File: src/rtl/uart_echo_buffer_if.sv
// uart_echo_buffer_if: signals between a uart core (RX/TX sides) and the echo
// controller, plus the controller's status outputs.
//   master : uart core / environment side (drives RX word and TX idle status)
//   slave  : echo controller side (drives unload/load strobes and status)
interface uart_echo_buffer_if #(
    parameter int DATA_W = 8,
    parameter int ADDR_W = 4,
    parameter int CNT_W  = 8
);
    logic              rx_empty;
    logic [DATA_W-1:0] rx_data;
    logic              uld_rx_data;
    logic              tx_empty;
    logic              ld_tx_data;
    logic [DATA_W-1:0] tx_data;
    logic [DATA_W-1:0] last_byte;
    logic [ADDR_W:0]   fifo_count;
    logic              overflow;
    logic [CNT_W-1:0]  overflow_cnt;

    modport master (
        output rx_empty, rx_data, tx_empty,
        input  uld_rx_data, ld_tx_data, tx_data, last_byte,
               fifo_count, overflow, overflow_cnt
    );

    modport slave (
        input  rx_empty, rx_data, tx_empty,
        output uld_rx_data, ld_tx_data, tx_data, last_byte,
               fifo_count, overflow, overflow_cnt
    );
endinterface

File: src/rtl/uart_echo_buffer.sv
// uart_echo_buffer: unloads words from the uart receiver, optionally transforms
// them, queues them in a DEPTH-entry circular FIFO and hands them back to the
// uart transmitter in arrival order. Overflow is either counted and dropped or
// held back in the uart, depending on DROP_ON_FULL.
module uart_echo_buffer #(
    parameter int DATA_W       = 8,
    parameter int DEPTH        = 16,
    parameter int ADDR_W       = 4,
    parameter int MODE         = 0,
    parameter int DROP_ON_FULL = 1,
    parameter int CNT_W        = 8
) (
    input  logic              clk,
    input  logic              reset_n,
    uart_echo_buffer_if.slave bus
);
    typedef enum logic {R_IDLE, R_CAP}  rx_state_t;
    typedef enum logic {T_IDLE, T_LOAD} tx_state_t;

    localparam logic [DATA_W-1:0] LC_FIRST = DATA_W'(8'h61);   // 'a'
    localparam logic [DATA_W-1:0] LC_LAST  = DATA_W'(8'h7A);   // 'z'
    localparam logic [DATA_W-1:0] CASE_BIT = DATA_W'(8'h20);
    localparam logic [ADDR_W:0]   FULL_CNT = (ADDR_W+1)'(DEPTH);

    rx_state_t         r_rx_state, w_rx_next;
    tx_state_t         r_tx_state, w_tx_next;
    logic              r_uld, w_uld_next;
    logic              r_drop, w_drop_next;
    logic              w_push, w_drop_evt, w_pop, w_load;
    logic [DATA_W-1:0] r_mem [DEPTH];
    logic [ADDR_W-1:0] r_wr_ptr, r_rd_ptr;
    logic [ADDR_W:0]   r_count;
    logic              w_full, w_empty;
    logic [DATA_W-1:0] w_push_data;
    logic [DATA_W-1:0] r_tx_data, r_last;
    logic              r_ld;
    logic              r_overflow;
    logic [CNT_W-1:0]  r_ovf_cnt;

    // Word transform applied on the way into the FIFO.
    function automatic logic [DATA_W-1:0] f_xform(input logic [DATA_W-1:0] d);
        logic [DATA_W-1:0] y;
        y = d;
        if (MODE == 1)
            y = ~d;
        else if (MODE == 2 && d >= LC_FIRST && d <= LC_LAST)
            y = d - CASE_BIT;
        return y;
    endfunction

    assign w_push_data = f_xform(bus.rx_data);
    assign w_full      = (r_count == FULL_CNT);
    assign w_empty     = (r_count == '0);

    // RX state register with the registered unload strobe and drop flag.
    always_ff @(posedge clk or negedge reset_n) begin
        if (!reset_n) begin
            r_rx_state <= R_IDLE;
            r_uld      <= 1'b0;
            r_drop     <= 1'b0;
        end else begin
            r_rx_state <= w_rx_next;
            r_uld      <= w_uld_next;
            r_drop     <= w_drop_next;
        end
    end

    // RX next state: unload a waiting word, decide store or drop, then capture it.
    always_comb begin
        // NOTE: every signal driven here gets a default first so no path infers a latch; combinational blocks use '=', clocked blocks '<='.
        w_rx_next   = r_rx_state;
        w_uld_next  = 1'b0;
        w_drop_next = r_drop;
        w_push      = 1'b0;
        w_drop_evt  = 1'b0;
        case (r_rx_state)
            R_IDLE: begin
                if (!bus.rx_empty) begin
                    if (!w_full) begin
                        w_rx_next   = R_CAP;
                        w_uld_next  = 1'b1;
                        w_drop_next = 1'b0;
                    end else if (DROP_ON_FULL != 0) begin
                        w_rx_next   = R_CAP;
                        w_uld_next  = 1'b1;
                        w_drop_next = 1'b1;
                    end
                end
            end
            R_CAP: begin
                w_rx_next = R_IDLE;
                if (r_drop)
                    w_drop_evt = 1'b1;
                else
                    w_push = 1'b1;
            end
            default: w_rx_next = R_IDLE;
        endcase
    end

    // TX state register, load request, outgoing word and last-sent display.
    always_ff @(posedge clk or negedge reset_n) begin
        if (!reset_n) begin
            r_tx_state <= T_IDLE;
            r_ld       <= 1'b0;
            r_tx_data  <= '0;
            r_last     <= '0;
        end else begin
            r_tx_state <= w_tx_next;
            if (w_load) begin
                r_ld      <= 1'b1;
                r_tx_data <= r_mem[r_rd_ptr];
            end else if (w_pop) begin
                r_ld   <= 1'b0;
                r_last <= r_tx_data;
            end
        end
    end

    // TX next state: load the head when the transmitter is idle, pop once it starts.
    always_comb begin
        w_tx_next = r_tx_state;
        w_load    = 1'b0;
        w_pop     = 1'b0;
        case (r_tx_state)
            T_IDLE: begin
                if (!w_empty && bus.tx_empty) begin
                    w_tx_next = T_LOAD;
                    w_load    = 1'b1;
                end
            end
            T_LOAD: begin
                if (!bus.tx_empty) begin
                    w_tx_next = T_IDLE;
                    w_pop     = 1'b1;
                end
            end
            default: w_tx_next = T_IDLE;
        endcase
    end

    // FIFO storage write port.
    // NOTE: the storage array is deliberately not reset; pointers and count alone define emptiness.
    always_ff @(posedge clk) begin
        if (w_push)
            r_mem[r_wr_ptr] <= w_push_data;
    end

    // FIFO pointers (wrap naturally at DEPTH) and registered occupancy.
    always_ff @(posedge clk or negedge reset_n) begin
        if (!reset_n) begin
            r_wr_ptr <= '0;
            r_rd_ptr <= '0;
            r_count  <= '0;
        end else begin
            if (w_push)
                r_wr_ptr <= r_wr_ptr + ADDR_W'(1);
            if (w_pop)
                r_rd_ptr <= r_rd_ptr + ADDR_W'(1);
            case ({w_push, w_pop})
                2'b10:   r_count <= r_count + (ADDR_W+1)'(1);
                2'b01:   r_count <= r_count - (ADDR_W+1)'(1);
                default: r_count <= r_count;
            endcase
        end
    end

    // Sticky overflow flag and saturating dropped-word counter.
    always_ff @(posedge clk or negedge reset_n) begin
        if (!reset_n) begin
            r_overflow <= 1'b0;
            r_ovf_cnt  <= '0;
        end else if (w_drop_evt) begin
            r_overflow <= 1'b1;
            if (r_ovf_cnt != '1)
                r_ovf_cnt <= r_ovf_cnt + CNT_W'(1);
        end
    end

    assign bus.uld_rx_data  = r_uld;
    assign bus.ld_tx_data   = r_ld;
    assign bus.tx_data      = r_tx_data;
    assign bus.last_byte    = r_last;
    assign bus.fifo_count   = r_count;
    assign bus.overflow     = r_overflow;
    assign bus.overflow_cnt = r_ovf_cnt;
endmodule

File: src/flat_wrapper.sv
// flat-port wrapper written by rule: the top's interface ports become plain ports
module uart_echo_buffer_flat 
#(
    parameter int DATA_W       = 8,
    parameter int DEPTH        = 16,
    parameter int ADDR_W       = 4,
    parameter int MODE         = 0,
    parameter int DROP_ON_FULL = 1,
    parameter int CNT_W        = 8
)
  (clk, reset_n, bus_rx_empty, bus_rx_data, bus_tx_empty, bus_uld_rx_data, bus_ld_tx_data, bus_tx_data, bus_last_byte, bus_fifo_count, bus_overflow, bus_overflow_cnt);
  uart_echo_buffer_if #(.DATA_W(DATA_W), .ADDR_W(ADDR_W), .CNT_W(CNT_W)) bus_i ();
  input  logic clk;
  input  logic reset_n;
  input wire logic [$bits(bus_i.rx_empty)-1:0] bus_rx_empty;
  input wire logic [$bits(bus_i.rx_data)-1:0] bus_rx_data;
  input wire logic [$bits(bus_i.tx_empty)-1:0] bus_tx_empty;
  output wire logic [$bits(bus_i.uld_rx_data)-1:0] bus_uld_rx_data;
  output wire logic [$bits(bus_i.ld_tx_data)-1:0] bus_ld_tx_data;
  output wire logic [$bits(bus_i.tx_data)-1:0] bus_tx_data;
  output wire logic [$bits(bus_i.last_byte)-1:0] bus_last_byte;
  output wire logic [$bits(bus_i.fifo_count)-1:0] bus_fifo_count;
  output wire logic [$bits(bus_i.overflow)-1:0] bus_overflow;
  output wire logic [$bits(bus_i.overflow_cnt)-1:0] bus_overflow_cnt;
  assign bus_i.rx_empty = bus_rx_empty;
  assign bus_i.rx_data = bus_rx_data;
  assign bus_i.tx_empty = bus_tx_empty;
  assign bus_uld_rx_data = bus_i.uld_rx_data;
  assign bus_ld_tx_data = bus_i.ld_tx_data;
  assign bus_tx_data = bus_i.tx_data;
  assign bus_last_byte = bus_i.last_byte;
  assign bus_fifo_count = bus_i.fifo_count;
  assign bus_overflow = bus_i.overflow;
  assign bus_overflow_cnt = bus_i.overflow_cnt;
  uart_echo_buffer #(.DATA_W(DATA_W), .DEPTH(DEPTH), .ADDR_W(ADDR_W), .MODE(MODE), .DROP_ON_FULL(DROP_ON_FULL), .CNT_W(CNT_W)) u_core (.clk(clk), .reset_n(reset_n), .bus(bus_i));
endmodule
File: config.mk
export PLATFORM = sky130hd
export DESIGN_NAME = uart_echo_buffer_flat
export DESIGN_NICKNAME = d
export VERILOG_FILES = /design/src/rtl/uart_echo_buffer_if.sv /design/src/rtl/uart_echo_buffer.sv /design/src/flat_wrapper.sv
export SDC_FILE = /design/constraint.sdc
export NUM_CORES = 1
export LEC_CHECK = 0
export BUFFER_PORTS_ARGS = -buffer_cell sky130_fd_sc_hd__buf_4
export CAP_MARGIN = 20
export CORE_UTILIZATION = 35
export CTS_CLUSTER_SIZE = 30
export DETAILED_ROUTE_END_ITERATION = 12
export GPL_ROUTABILITY_DRIVEN = 0
export SLEW_MARGIN = 10
export SYNTH_ARGS = -nofsm -noshare
export SYNTH_HDL_FRONTEND = slang
export SYNTH_SLANG_ARGS = --single-unit
export TNS_END_PERCENT = 20
File: constraint.sdc
create_clock -name clk -period 2.9 [get_ports clk]
set_input_delay 0.29 -clock clk [delete_from_list [all_inputs] [get_ports clk]]
set_output_delay 0.29 -clock clk [all_outputs]
set_load 0.02 [all_outputs]
==> impl_metrics.tcl, run 1 <==
set metrics [dict create \
    ys.flop_type "edfxtp_1" \
    gr-usage-all-layers_pct 13.7 \
    io_pins 44 \
    slew_viol_final 0 \
    post_cts_resized 0 \
    clockRootBuffer "clkbuf_16" \
    fin_cells 733 \
    fp.dieH_um 143 \
    critical_path_class "reg -> reg" \
    multiInputGateArea_mm2 0.00195 \
    grt-ovfl-total 0 \
    finalSetupViolCount 0 \
    numCtsBuffers 17 \
    async_reset_ff_share_pct 24.7 \
    maxSlewHeadroom_pct 44.4 \
    regArea_mm2 0.00489 \
    ys_top_cells_by_count "128 x edfxtp_1, 48 x nand2_1, 42 x dfrtp_1, 25 x mux4_1, 16 x mux2i_1" \
    yosys.area.top_type "edfxtp_1" \
    p_per_area_mw_per_mm2 921 \
    syn_nets 416 \
    synthCells 394 \
    grt_start_max_net_pins 43 \
    min_period_over_period_pct 85.2 \
    whs_ns 0.0458 \
    vias_per_cell 4.86 \
    path_max_fanout 12 \
    drive_above_1_share_pct 23.9 \
    insertion_delay_ns 0.42 \
    syn_area_per_cell_um2 17.7 \
    maxCapViolCount 0 \
    end_kind "register" \
    synth_edf_count 128 \
    status "finished, final reports clean" \
    die_area_mm2 0.0205 \
    avgRoutedWirePerCell_um 17.7 \
    synth.cell_area_mm2 0.00699 \
    worstPathRequired_ns 3.20 \
    first_pass_iters 4 \
    slowest_stage "dfrtp_1" \
    ys_seq_area_share_pct 70.0 \
    core_mm2 0.0195 \
    antenna_cells 0 \
    post-synth-top-count-cell "edfxtp_1" \
    max_clock_freq_mhz 405 \
    cts_buffer_depth 2 \
    critPathLaunchType "register" \
    rsz0062_at_grt "no" \
    clk_pin_slew_ns 0.06 \
    dpl.hpwl_mm 8.17 \
    worstPathCellList "nand2b_1 > inv_1 > ha_1 > xor2_1 > ha_1 > o211a_1 > o31ai_1 > a31oi_1 > xor2_1" \
    min_path_type "in -> reg" \
    drtIter0Drc 182 \
    first_global_vias 3627 \
    fin_worst_skew_ns 0.00785 \
    clock-sinks 170 \
    cts_tree "done" \
    nets 479 \
    antenna_found_initial 0 \
    worst_pin_slew_ns 0.831 \
    critPathMaxStageDelay_ns 0.40 \
    hold_viol_final 0 \
    arrival_ns 2.77 \
    ir_worst_vdd_uv 404 \
    final.setup.tns_ns 0 \
    area_delta_synth_final_pct 18.2 \
    grt_pass1_wl_mm 20.3 \
    die_x_um 143 \
    io_buffer_count 43 \
    drt-total-wl_mm 13.0 \
    finalCriticalPeriod_ns 2.47 \
    ys_warn_count 0 \
    yosys.area.top_type_share_pct 55.0 \
    synth_cell_types 38 \
    h-tree-depth 4 \
    synth_area_leaders "edfxtp_1 55%, dfrtp_1 15%, mux4_1 9.4%, nand2_1 2.6%, mux2i_1 2.3%" \
    num_rows 51 \
    leakage_uw 0.00311 \
    place_inst 702 \
    start_util_pct 35.8 \
    nFillCells 1784 \
    fin_util_pct 42.3 \
    critPathBufInv 1 \
    ys_ff_latch 170 \
    postRouteAntennaNets 0 \
    vias 3565 \
    drc 0 \
    cp_top_family "compound AO/OA/AOI/OAI gates" \
]
-- registers in the layout, summed over array words and instances, names as in the netlist, 4 cells and up --
register / count
u_core.bus.last_byte: 8
u_core.bus.fifo_count: 5
u_core.bus.tx_data: 8
u_core.r_rd_ptr: 4
u_core.r_wr_ptr: 4
u_core.r_mem: 128
u_core.bus.overflow_cnt: 8
-- placed cells by master, fill, tap and decap left out, types with 7 or more instances in the layout --
| master | n |
|---|---|
| xnor2_1 | 11 |
| nand2_1 | 48 |
| ha_1 | 10 |
| o21ai_0 | 10 |
| mux4_1 | 25 |
| mux2i_1 | 16 |
| nor2_1 | 15 |
| edfxtp_1 | 128 |
| dfrtp_1 | 42 |
| mux2_2 | 10 |
| mux4_2 | 7 |
| clkbuf_16 | 17 |
| xor2_1 | 7 |
| buf_4 | 61 |
-- cells by family (layout without fill, tap and decap cells) --
kind of cell	after synthesis	in the layout	synth area share, %
flops	170	170	70.0
simple gates	88	88	5.71
mux	58	58	15.6
compound gates	26	26	2.56
buf+inv	24	98	2.09
xor+xnor	18	18	2.26
fa+ha+maj	10	10	1.79
-- per-layer routing --
metal,part of all wire (%),track usage [%],vias to the layer above,wire length (um)
met5,0,0,-,0
met4,0.99,4.65,0,129
met3,4.5,3.90,11,587
met2,48,22.0,79,6190
met1,47,18.0,1820,6060
li1,-,-,1655,-
-- worst paths after layout --
| kind | from | to | slack [ns] | cells after the start |
|---|---|---|---|---|
| worst max-delay path | u_core.r_tx_state | u_core.bus.fifo_count[4] | 0.43 | 9 |
| max in group asynchronous | reset_n | u_core.bus.last_byte[2] | 2.14 | 2 |
| worst min-delay path | bus_rx_empty | u_core.r_rx_state | 0.05 | 2 |
| worst max register to register | u_core.r_tx_state | u_core.bus.fifo_count[4] | 0.43 | 9 |
| worst min register to register | u_core.bus.ld_tx_data | u_core.bus.ld_tx_data | 0.48 | 2 |
| min in group asynchronous | reset_n | u_core.bus.fifo_count[2] | 0.39 | 2 |
-- final cells by class --
type / count / share of cell area (%)
flip-flops and latches: 170 / 59.3
multi-input cells: 200 / 23.6
repair buffers: 63 / 5.91
clock buffers: 17 / 5.15
well taps: 265 / 4.01
clock inverters: 13 / 1.86
inverters: 5 / 0.227
-- stage by stage --
stage	area [um^2]	total power [uW]	worst slack, ns
global route	8260	7990	0.284
CTS	8260	7690	0.419
floorplan	6990	4750	0.436
global placement	7670	5400	0.526
detailed placement	7670	5450	0.393
finish	8260	7600	0.429
-- power breakdown --
group / internal (uW) / leakage (uW) / total [uW] / switching [uW]
logic: 1030 / 0.00116 / 2150 / 1120
clock network: 1340 / 0.000271 / 2220 / 887
registers: 2960 / 0.00168 / 3230 / 275
-- timing repair --
| item | CTS | global route |
|---|---|---|
| hold endpoints to repair | 42 | 0 |
| buffers inserted | 0 | 0 |
| hold buffers | 1 | 0 |
No activity file was read; power rests on OpenSTA's default activity.
==> inputs of run 2 (changes only) <==
--- a/config.mk
+++ b/config.mk
@@ -7,10 +7,13 @@
 export LEC_CHECK = 0
 export BUFFER_PORTS_ARGS = -buffer_cell sky130_fd_sc_hd__buf_4
 export CAP_MARGIN = 20
+export CELL_PAD_IN_SITES_DETAIL_PLACEMENT = 2
+export CELL_PAD_IN_SITES_GLOBAL_PLACEMENT = 2
 export CORE_UTILIZATION = 35
 export CTS_CLUSTER_SIZE = 30
 export DETAILED_ROUTE_END_ITERATION = 12
 export GPL_ROUTABILITY_DRIVEN = 0
+export PLACE_DENSITY_LB_ADDON = 0.1
 export SLEW_MARGIN = 10
 export SYNTH_ARGS = -nofsm -noshare
 export SYNTH_HDL_FRONTEND = slang
==> run 2 against run 1 <==
Against the previous run: total power up 2.5%; critical path type unchanged; register-to-register slack better by 0.14 ns; die area unchanged; first-iteration DRC count down 23%; cell area up 0.38%; routed wire length up 17%; highest routed layer unchanged; clock skew up 0.0025 ns.
==> impl_metrics.tcl, run 2 (same netlist as run 1, synthesis figures left out) <==
set metrics [dict create \
    largest_reg_flops 128 \
    antenna_found_initial 0 \
    rsz0062_at_grt "no" \
    final_common_cell "edfxtp_1" \
    dpl-instance-area_mm2 0.00767 \
    maxCapViolCount 0 \
    drt-total-wl_mm 15.1 \
    wl_met1_mm 6.86 \
    min_period_over_period_pct 80.5 \
    clock-sinks 170 \
    worst_hold_startpoint "bus_rx_empty" \
    worst_pin_slew_ns 0.781 \
    worst-r2r-cell-count 10 \
    end_kind "register" \
    min_path_type "in -> reg" \
    status "finished, final reports clean" \
    critPathLaunchType "register" \
    maxSlewHeadroom_pct 47.8 \
    grt_pass1_wl_mm 23.7 \
    post_cts_resized 0 \
    h-tree-depth 4 \
    worstReg2RegStart "u_core.r_rx_state" \
    avgRoutedWirePerCell_um 20.6 \
    drtIter0Drc 140 \
    post_cts_buffers 0 \
    slowest_stage "dfrtp_1" \
    min_to "u_core.r_rx_state" \
    cts_buffer_depth 2 \
    hold_viol_final 0 \
    pre_cts_ws_ns 0.566 \
    gr-usage-all-layers_pct 16.2 \
    hold_buffers 1 \
    vias_per_cell 4.90 \
    regMostFlops "u_core.r_mem" \
    finalCriticalPeriod_ns 2.34 \
    final.setup.tns_ns 0 \
    path_max_fanout 9 \
    critical_path_class "reg -> reg" \
    worstPathCellList "nor2b_1 > buf_4 > inv_1 > ha_1 > xor2_1 > ha_1 > o211a_1 > o31ai_1 > a31oi_1 > xor2_1" \
    final_cell_mix "128 x edfxtp_1, 61 x buf_4, 48 x nand2_1, 42 x dfrtp_1, 25 x mux4_1" \
    finalSetupViolCount 0 \
    die_x_um 143 \
    cts_tree "done" \
    io_pins 44 \
    dpl.hpwl_mm 9.72 \
    core_mm2 0.0195 \
    dr_wl_met3_um 503 \
    drive_above_1_share_pct 24.0 \
    ff2ff_setup_slack_ns 0.56 \
    insertion_delay_ns 0.43 \
    ir_worst_vdd_uv 390 \
    antenna_cells 0 \
    min_delay_path_depth 2 \
    area_delta_synth_final_pct 18.6 \
    design_area_mm2 0.00829 \
    fin_worst_skew_ns 0.0103 \
    vias 3601 \
    top_layer_used "met4" \
    wl_met2_mm 7.63 \
    clk_pin_slew_ns 0.07 \
    die_area_mm2 0.0205 \
    clockRootBuffer "clkbuf_16" \
    finalWorstSetupSlack_ns 0.565 \
    numCtsBuffers 17 \
    start_util_pct 35.8 \
    worstPathRequired_ns 3.21 \
    slew_viol_final 0 \
    postRouteAntennaNets 0 \
    p_per_area_mw_per_mm2 940 \
    drc 0 \
    leakage_uw 0.00314 \
    first_pass_iters 4 \
    io_buffer_count 43 \
    arrival_ns 2.64 \
    grt-ovfl-total 0 \
    grt_start_max_net_pins 43 \
    critPathMaxStageDelay_ns 0.40 \
    num_rows 51 \
    nets 479 \
    r2r_end "u_core.bus.fifo_count[4]" \
    first_global_vias 3933 \
    cp-startpoint "u_core.r_rx_state" \
    max_clock_freq_mhz 428 \
    fp.dieH_um 143 \
]
-- run 2: cell types whose count changed in the layout (fill, tap and decap cells not counted) --
cell and delta:
clkinv_1 +1, clkinv_2 -2, clkinvlp_2 -2, clkinvlp_4 -3
clkinv_4 +2, inv_6 +6
-- run 2: metal layers --
metal	vias to the layer above	track usage, %
met1	1880	20.8
met2	56	27.1
li1	1652	-
met4	0	4.48
met5	-	0
met3	13	4.13
-- run 2: where the power goes --
| group | internal [uW] | leakage (uW) | switching [uW] |
|---|---|---|---|
| clock | 1370 | 0.000299 | 984 |
| sequential | 2960 | 0.00168 | 280 |
| combinational | 1030 | 0.00116 | 1170 |
| total | 5360 | 0.00314 | 2440 |
-- run 2: worst max path at each step --
stage,to,slack [ns],cells after the start
floorplan,u_core.bus.fifo_count[4],0.44,11
global placement,u_core.bus.fifo_count[4],0.67,10
detailed placement,u_core.bus.fifo_count[4],0.57,10
CTS,u_core.bus.fifo_count[4],0.53,10
global route,u_core.bus.fifo_count[4],0.38,10
finish,u_core.bus.fifo_count[4],0.56,10
-- run 2: area by class of cell --
class	count	area, um^2
Multi-Input combinational cell	200	1950
Inverter	5	18.8
Fill cell	1884	11200
Sequential cell	170	4890
Timing Repair Buffer	63	488
Clock inverter	15	185
Clock buffer	17	425
Tap cell	265	332
-- run 2: per-stage QoR --
stage               power (uW)  hold slack, ns  util, %  cells
floorplan                 4750        -0.00559        -    394
CTS                       7930         0.00860     42.5    735
detailed placement        5520           0.323     39.3    702
global placement          5440           0.319     39.3    702
finish                    7800          0.0270     42.5    735
global route              8200          0.0115     42.5    735
-- run 2: critical path: cells and delay by family, from the launching register on --
kind | cells | cell delay [ns]
AO/OA/AOI/OAI | 3 | 0.52
flip-flops | 1 | 0.40
adder cells (fa/ha/maj) | 2 | 0.52
buffers and inverters | 2 | 0.26
XOR/XNOR | 2 | 0.37
AND/OR/NAND/NOR | 1 | 0.15
==> inputs of run 3 (changes only) <==
--- a/config.mk
+++ b/config.mk
@@ -5,6 +5,7 @@
 export SDC_FILE = /design/constraint.sdc
 export NUM_CORES = 1
 export LEC_CHECK = 0
+export ABC_AREA = 1
 export BUFFER_PORTS_ARGS = -buffer_cell sky130_fd_sc_hd__buf_4
 export CAP_MARGIN = 20
 export CELL_PAD_IN_SITES_DETAIL_PLACEMENT = 2
==> constraint.sdc (replaced) <==
create_clock -name clk -period 2.4 [get_ports clk]
set_input_delay 0.24 -clock clk [delete_from_list [all_inputs] [get_ports clk]]
set_output_delay 0.24 -clock clk [all_outputs]
set_load 0.02 [all_outputs]
==> run 3 against run 2 <==
Against the previous run: routed wire length is 42% higher; utilization is 0.62 points lower; largest cell class unchanged; cell count is 50% higher; worst setup slack worse by 0.30 ns; the run now ends with DRC left; clock skew hardly changed.
==> impl_metrics.tcl, run 3 <==
set metrics [dict create \
    synthCells 758 \
    yosys.area.top_type_share_pct 51.3 \
    ff2ff_setup_slack_ns 0.26 \
    dpl-instance-area_mm2 0.00816 \
    ir_worst_vdd_uv 555 \
    num_rows 53 \
    synth.cell_area_mm2 0.00750 \
    drtIter0Drc 273 \
    fin_worst_skew_ns 0.0101 \
    worstPathRequired_ns 2.77 \
    finalWorstSetupSlack_ns 0.263 \
    cts_tree "done" \
    largest_reg_flops 128 \
    cp-startpoint "u_core.r_drop" \
    min_period_over_period_pct 89.0 \
    switchingPower_uw 4030 \
    ys_warn_count 0 \
    whs_ns 0.114 \
    power_frac_comb_pct 35.1 \
    h-tree-depth 4 \
    synth_area_leaders "edfxtp_1 51%, dfrtp_1 14%, nand2_1 13%, nand3_1 6.9%, inv_1 5.9%" \
    syn_area_per_cell_um2 9.89 \
    r2r_end "u_core.bus.fifo_count[4]" \
    drt-total-wl_mm 21.5 \
    arrival_ns 2.51 \
    slew_viol_final 0 \
    maxSlewHeadroom_pct 53.7 \
    clockRootBuffer "clkbuf_16" \
    post_cts_resized 0 \
    cp_top_family "simple AND/OR/NAND/NOR gates" \
    dpl.hpwl_mm 14.4 \
    critical_path_class "reg -> reg" \
    drive_above_1_share_pct 11.7 \
    min_path_type "in -> reg" \
    insertion_delay_ns 0.43 \
    end_kind "register" \
    cts_buffer_depth 2 \
    finalCriticalPeriod_ns 2.14 \
    finalSetupViolCount 0 \
    syn_nets 780 \
    pre_cts_ws_ns 0.267 \
    numCtsBuffers 17 \
    hold_viol_final 0 \
    gr-usage-all-layers_pct 21.0 \
    maxCapViolCount 0 \
    critPathLaunchType "register" \
    cp_common_cell "nand2_1" \
    area_delta_synth_final_pct 17.3 \
    p_per_area_mw_per_mm2 1190 \
    regMostFlops "u_core.r_mem" \
    fp.dieH_um 148 \
    worst_pin_slew_ns 0.693 \
    async_reset_ff_share_pct 24.7 \
    critPathMaxStageDelay_ns 0.41 \
    worstReg2RegStart "u_core.r_drop" \
    ys_ff_latch 170 \
    first_global_vias 5959 \
    die_area_mm2 0.0220 \
    drc 2 \
    final_cell_mix "267 x nand2_1, 128 x edfxtp_1, 117 x inv_1, 103 x nand3_1, 60 x buf_4" \
    ys.flop_type "edfxtp_1" \
    clock-sinks 170 \
    io_pins 44 \
    final_common_cell "nand2_1" \
    worstPathCellList "inv_1 > nand2_1 > ha_1 > xor2_1 > ha_1 > inv_1 > nand2_1 > nand3_1 > nand2_1 > xor2_1 > nand2_1 > nand2_1" \
    io_buffer_count 43 \
    core_mm2 0.0210 \
    postRouteAntennaNets 0 \
    path_max_fanout 5 \
    grt-ovfl-total 0 \
    post-synth-top-count-cell "nand2_1" \
    fin_util_pct 41.8 \
    nFillCells 2234 \
    ys_top_cells_by_count "267 x nand2_1, 128 x edfxtp_1, 117 x inv_1, 103 x nand3_1, 42 x dfrtp_1" \
    leakage_uw 0.00400 \
    rsz0062_at_grt "no" \
    grt_pass1_wl_mm 33.9 \
    avgRoutedWirePerCell_um 19.5 \
    cp.depth 12 \
    sw_frac_of_total_pct 38.6 \
    clk_pin_slew_ns 0.07 \
    post_cts_buffers 0 \
    design_area_mm2 0.00880 \
    synth_edf_count 128 \
    slowest_stage "dfrtp_1" \
    synth_cell_types 25 \
    worst-r2r-cell-count 12 \
    final.setup.tns_ns 0 \
    vias 5324 \
    first_pass_iters 8 \
    vias_per_cell 4.83 \
    seq_power_share_pct 37.7 \
    antenna_cells 0 \
    nets 836 \
    max_clock_freq_mhz 468 \
    critPathBufInv 2 \
    yosys.area.top_type "edfxtp_1" \
    die_x_um 148 \
    antenna_found_initial 0 \
    start_util_pct 35.7 \
    hold_buffers 2 \
    p_int_uw 6410 \
    endpoint "u_core.bus.fifo_count[4]" \
    clkPwrFrac_pct 27.2 \
    grt_start_max_net_pins 65 \
    status "complete, but fails checks" \
    violations "DRC" \
    ys_seq_area_share_pct 65.3 \
]
==> run 3: layout make-up <==
type                            count  area [um^2]  area share (%)
Multi-Input combinational cell    440         1990            22.6
Tap cell                          275          344            3.91
Clock buffer                       24          557            6.33
Sequential cell                   170         4900            55.7
Inverter                          122          458            5.21
Timing Repair Buffer               63          490            5.58
Clock inverter                      8         63.8           0.725
==> run 3: kinds of logic after synthesis <==
family                   after synthesis  synth area share [%]
XOR/XNOR                              15                  1.75
AND/OR/NAND/NOR                      400                  22.0
AO/OA/AOI/OAI                         15                  1.10
adder cells (fa/ha/maj)               10                  1.67
flip-flops                           170                  65.3
buffers and inverters                148                  8.21
==> run 3: how the worst min path moves through the flow <==
stage	slack, ns	from	end	cells past startpoint
2_1_floorplan	-0.06	reset_n	u_core.bus.fifo_count[0]	0
6_report	0.11	bus_tx_empty	u_core.r_tx_state	3
5_1_grt	0.11	bus_tx_empty	u_core.r_tx_state	3
3_5_place_dp	0.28	reset_n	u_core.bus.last_byte[1]	1
4_1_cts	0.11	bus_tx_empty	u_core.r_tx_state	3
3_3_place_gp	0.27	reset_n	u_core.bus.last_byte[1]	1
==> run 3: stage by stage <==
step	cells	power [uW]
CTS	1102	10600
global placement	1068	7530
finish	1102	10400
global route	1102	11100
floorplan	758	6300
detailed placement	1068	7730
==> run 3: power by group through the flow <==
| stage | registers (uW) | clock network, uW | logic, uW |
|---|---|---|---|
| 2_1_floorplan | 4150 | 0 | 2140 |
| 3_3_place_gp | 3970 | 0 | 3560 |
| 3_5_place_dp | 4000 | 0 | 3730 |
| 4_1_cts | 3940 | 2900 | 3770 |
| 5_1_grt | 3980 | 3020 | 4110 |
| 6_report | 3930 | 2840 | 3670 |
==> run 3: layer usage <==
layer  vias to the layer above  GRT usage (%)  routed length [um]
met5                         -              0                   0
met4                         0           6.13                 311
met3                        15           3.50                 502
met2                        53           37.9               11300
met1                      2736           25.7                9370
li1                       2520              -                   -
==> run 3: worst min-delay path: cells and delay by family <==
| kind | cells | cell delay (ns) |
|---|---|---|
| buffers and inverters | 2 | 0.18 |
| AO/OA/AOI/OAI | 1 | 0.08 |
